[src/rtl/bist_controller.sv]
// bist_controller: sequences one BIST session around the pattern LFSR and the
// 8-bit MISR. A session resets the MISR, runs N_PATTERNS compaction cycles with
// the CUT fed from the LFSR, freezes the MISR, waits out the signature pipeline
// and compares the registered signature against GOLDEN_SIG.
//
// Outputs are registered decodes of the state held during the cycle that just
// ended, so every datapath control appears one edge after the FSM enters the
// corresponding state. The pass/fail capture is aligned to the same lag: it
// samples misr_sig on the edge that raises done. This keeps done, pass and fail
// rising together, and leaves FLUSH_CYCLES >= 1 enough to cover the MISR's
// one-cycle hf lag.
module bist_controller #(
    parameter int         N_PATTERNS   = 255,
    parameter int         CNT_W        = 16,
    parameter int         FLUSH_CYCLES = 2,
    parameter logic [7:0] GOLDEN_SIG   = 8'h00
) (
    input  logic             CLK,
    input  logic             RST,
    input  logic             start,
    input  logic             abort,
    input  logic [7:0]       misr_sig,
    output logic             misr_rst,
    output logic             bist_end,
    output logic             lfsr_en,
    output logic             mode_sel,
    output logic [CNT_W-1:0] pattern_cnt,
    output logic             busy,
    output logic             done,
    output logic             pass,
    output logic             fail
);

    localparam int               FL_W     = (FLUSH_CYCLES > 1) ? $clog2(FLUSH_CYCLES) : 1;
    localparam logic [CNT_W-1:0] CNT_LAST = CNT_W'(N_PATTERNS - 1);
    localparam logic [FL_W-1:0]  FL_LAST  = FL_W'(FLUSH_CYCLES - 1);

    typedef enum logic [2:0] {
        S_IDLE,
        S_INIT,
        S_RUN,
        S_FLUSH,
        S_COMPARE,
        S_DONE
    } state_t;

    state_t           state;
    logic [CNT_W-1:0] cnt;        // compaction cycles issued by the FSM
    logic [FL_W-1:0]  flush_cnt;  // cycles spent in FLUSH
    logic             cmp_q;      // last cycle was COMPARE: signature is due now

    // Session FSM, pattern/flush counters and registered Moore outputs.
    always_ff @(posedge CLK) begin
        if (!RST) begin
            state       <= S_IDLE;
            cnt         <= '0;
            flush_cnt   <= '0;
            cmp_q       <= 1'b0;
            misr_rst    <= 1'b0;
            bist_end    <= 1'b1;
            lfsr_en     <= 1'b0;
            mode_sel    <= 1'b0;
            busy        <= 1'b0;
            done        <= 1'b0;
            pass        <= 1'b0;
            fail        <= 1'b0;
            pattern_cnt <= '0;
        end else if (abort) begin
            // Drop straight to idle outputs; the MISR is left frozen and is
            // re-initialised by the next session's INIT.
            state       <= S_IDLE;
            cnt         <= '0;
            flush_cnt   <= '0;
            cmp_q       <= 1'b0;
            misr_rst    <= 1'b0;
            bist_end    <= 1'b1;
            lfsr_en     <= 1'b0;
            mode_sel    <= 1'b0;
            busy        <= 1'b0;
            done        <= 1'b0;
            pass        <= 1'b0;
            fail        <= 1'b0;
            pattern_cnt <= '0;
        end else begin
            misr_rst    <= (state == S_INIT);
            bist_end    <= (state != S_RUN);
            lfsr_en     <= (state == S_RUN);
            mode_sel    <= (state == S_INIT) || (state == S_RUN) || (state == S_FLUSH);
            busy        <= (state == S_INIT) || (state == S_RUN) ||
                           (state == S_FLUSH) || (state == S_COMPARE);
            done        <= (state == S_DONE);
            pattern_cnt <= cnt;
            cmp_q       <= (state == S_COMPARE);

            if (cmp_q) begin
                pass <= (misr_sig == GOLDEN_SIG);
                fail <= (misr_sig != GOLDEN_SIG);
            end else if (state == S_INIT) begin
                pass <= 1'b0;
                fail <= 1'b0;
            end

            case (state)
                S_IDLE, S_DONE: begin
                    if (start) begin
                        state <= S_INIT;
                        cnt   <= '0;
                    end
                end
                S_INIT: begin
                    cnt   <= '0;
                    state <= S_RUN;
                end
                S_RUN: begin
                    cnt <= cnt + CNT_W'(1);
                    if (cnt == CNT_LAST)
                        state <= S_FLUSH;
                end
                S_FLUSH: begin
                    if (flush_cnt == FL_LAST) begin
                        flush_cnt <= '0;
                        state     <= S_COMPARE;
                    end else begin
                        flush_cnt <= flush_cnt + FL_W'(1);
                    end
                end
                S_COMPARE: begin
                    state <= S_DONE;
                end
                default: begin
                    state <= S_IDLE;
                end
            endcase
        end
    end

endmodule

[config.mk]
export PLATFORM = sky130hd
export DESIGN_NAME = bist_controller
export DESIGN_NICKNAME = d
export VERILOG_FILES = /design/src/rtl/bist_controller.sv
export SDC_FILE = /design/constraint.sdc
export NUM_CORES = 1
export LEC_CHECK = 0
export ABC_CLOCK_PERIOD_IN_PS = 4350
export CORE_ASPECT_RATIO = 2
export CORE_MARGIN = 5
export CORE_UTILIZATION = 40
export CTS_CLUSTER_DIAMETER = 120
export DETAILED_ROUTE_END_ITERATION = 10
export GPL_TIMING_DRIVEN = 0
export PLACE_DENSITY = 0.76
export REMOVE_ABC_BUFFERS = 1
export SLEW_MARGIN = 20
export SYNTH_ARGS = -nofsm -noshare
export SYNTH_HDL_FRONTEND = slang
export SYNTH_SLANG_ARGS = --single-unit
[constraint.sdc]
create_clock -name CLK -period 4.35 [get_ports CLK]
set_clock_uncertainty 0.05 [all_clocks]
set_input_delay 0.87 -clock CLK [delete_from_list [all_inputs] [get_ports CLK]]
set_output_delay 0.87 -clock CLK [all_outputs]
set_load 0.005 [all_outputs]
==> impl_metrics.ini <==
[status]
outcome = finished clean

[global_routing]
track_usage = 0.123
grt_max_degree = 16
grt_pass1_vias = 1287
gr-total-overflow = 0
grt_pass1_wl_microns = 5660
antenna_found_initial = 0

[placement]
gp_congestion = 0.807
portBuffers = 35
dpl_worst_slack_ns = 1.37
dp_hpwl_microns = 2690

[timing]
grt_setup_unrepaired = no
max_freq_mhz = 371
worst_pin_slew_ns = 0.953
relSlewSlack = 0.364
tns_ns = 0
period_share = 0.620
post-route-min-period_ns = 2.70
maxSlewViolCount = 0
finalSetupViolations = 0
setup_ws_ns = 1.65
final-hold-violation-count = 0

[synth]
ys_types = 37
ys_async_sr_fraction = 0
syn_avg_cell_area_sq_um = 9.45
ys_top_cells_by_area = dfxtp_1, and2_1, a21oi_1, or3_1, o21ai_0
synth_warnings = 0
ys_seq_elements = 45
synth_top_area_share = 0.518
synth-edff-count = 0
yosys_most_used_dff = dfxtp_1
syn_inst = 184
syn_area_sq_mm = 0.00174
synth_top_area_cell = dfxtp_1
synth-seq-area-share = 0.518

[worst_setup_path]
worst_path_max_delay_cell = nor2b_1
worstSetupPathType = primary input to register
startpoint_type = primary input
required_ns = 4.53
r2r_end = cnt[12]
endpoint_kind = register
max_stage_delay_ns = 0.64
critical_path_depth = 5
r2r-start = state[1]
regToRegSetupSlack_ns = 2.29
crit_path_end = cnt[3]
path_delay_family = buffers and inverters
path_cells = clkdlybuf4s50_1, nor2b_1, o211ai_1, buf_4, a21oi_1
crit_buf_inv = 2
arrival_ns = 2.87
ff2ff_path_depth = 4
crit_fanout = 15
critPathLaunch = RST

[finish]
final_nets = 232
final_util = 0.517
syn_to_final_growth_pct = 27.8
diodes = 0
drive_above_1_share = 0.0642

[clocking]
postCtsSetupBuffers = 0
ctsLongestPathBuffers = 2
ctsResizeCount = 0
clock-root-buffer = clkbuf_8
cts_num_sinks = 45
cts_made_buffers = 5
postCtsHoldBufs = 0
cts_tree = built
cts_max_level = 2
clk-insertion-delay-late_ns = 0.29
clkTransAtPathRegs_ns = 0.08

[job]
drv_cap = 0

[floorplanning]
io_pins = 36
chipWidth_microns = 56.6
die_area_sq_mm = 0.00585
std_cell_rows = 34
die_y_microns = 103
coreArea_sq_mm = 0.00430
start_util = 0.405

[pwr]
comb_power_share = 0.039
p_switching_uw = 146
seqPwrFrac = 0.560
vdd_ir_drop_max_uv = 178
pwr-share-clk = 0.401
power_uw = 741
p_int_uw = 596
powerDensity_mw_per_mm2 = 333
p_sw_frac = 0.197
p_leak_uw = 0.000735

[detailed_routing]
wirelength_microns = 3530
vias = 1399
wl_per_cell_microns = 13.0
vias_per_cell = 5.14
drcViolationCount = 0
drt_iter0_drc = 17
dr.pass1.iters = 4
ant_nets = 0

[min_path]
hp-class = register to register
worst min-delay path by stage:
stage                      from    to  slack (ns)  cells past startpoint
final                     cmp_q  fail        0.43                      2
after global routing       pass  pass        0.45                      2
after CTS                 cmp_q  fail        0.44                      2
after detailed placement   pass  pass        0.42                      2
after global placement    cmp_q  fail        0.42                      2
after floorplan           cmp_q  fail        0.40                      2
through the flow:
step	std cells	area [sq um]	hold slack, ns
floorplan	175	1690	0.398
global placement	264	2110	0.420
detailed placement	265	2120	0.424
CTS	272	2220	0.436
global route	272	2220	0.453
finish	272	2220	0.433
cells by family (layout without fill, tap and decap cells):
group                    Yosys count  in the layout  share of synthesized area
adder cells (fa/ha/maj)            2              2                     0.0144
XOR/XNOR                           4              4                     0.0201
flip-flops                        45             45                      0.518
AO/OA/AOI/OAI                     40             40                      0.140
buffers and inverters             17             51                     0.0432
AND/OR/NAND/NOR                   76             76                      0.265
power by group through the flow:
stage                     logic, uW  registers, uW  clock network, uW
after floorplan                12.2            425                  0
after CTS                      29.1            415                304
final                          28.8            415                297
after global placement         28.0            425                  0
after global routing           31.3            416                316
after detailed placement       28.8            425                  0
cell type report:
class / instances / area [sq um]
Clock buffer: 5 / 68.8
Inverter: 8 / 30.0
Clock inverter: 2 / 35.0
Multi-Input combinational cell: 122 / 763
Tap cell: 54 / 67.6
Fill cell: 396 / 2070
Sequential cell: 45 / 901
Timing Repair Buffer: 36 / 358
cells in the final DEF, fill, tap and decap left out, types with 2 or more instances in the layout:
cell,netlist,final
o21ai_0,12,12
xnor2_1,4,4
nor4b_1,2,2
nand3_1,4,4
o211ai_1,2,2
or4_1,2,2
nand4_1,4,4
nor4_1,3,3
a21oi_1,17,17
ha_1,2,2
and2_1,15,15
o31ai_1,3,3
nand2_1,7,7
nand2b_1,4,4
or3_1,10,10
inv_1,8,8
nor2_1,12,12
clkbuf_8,0,5
clkdlybuf4s50_1,0,35
nor3_1,3,3
dfxtp_1,45,45
nand3b_1,2,2
and4_1,2,2
layer usage:
layer,global-route usage,routed length [microns]
met5,0,0
met4,0.0658,88
met3,0.0236,158
met2,0.253,2020
met1,0.105,1260
tightest hold or removal path, delay by kind of cell, from the launching register on:
family	cells	cell delay (ns)
compound gates	1	0.05
flops	1	0.33
simple gates	1	0.06
sequential cells by signal, summed over array words and instances (netlist names):
| name | flops |
|---|---|
| cnt | 16 |
| done | 1 |
| fail | 1 |
| busy | 1 |
| pass | 1 |
| misr_rst | 1 |
| pattern_cnt | 16 |
| cmp_q | 1 |
| mode_sel | 1 |
| lfsr_en | 1 |
| state | 3 |
| flush_cnt | 1 |
| bist_end | 1 |
cell usage after synthesis (3+ instances only):
cell type  instances
xnor2_1            4
nor3_1             3
nand4_1            4
and2_1            15
nand2_1            7
nor2_1            12
dfxtp_1           45
nor4_1             3
nand2b_1           4
a21oi_1           17
inv_1              8
or3_1             10
clkbuf_1           3
o31ai_1            3
buf_2              3
nand3_1            4
o21ai_0           12
(Power assumes the default switching activity.)
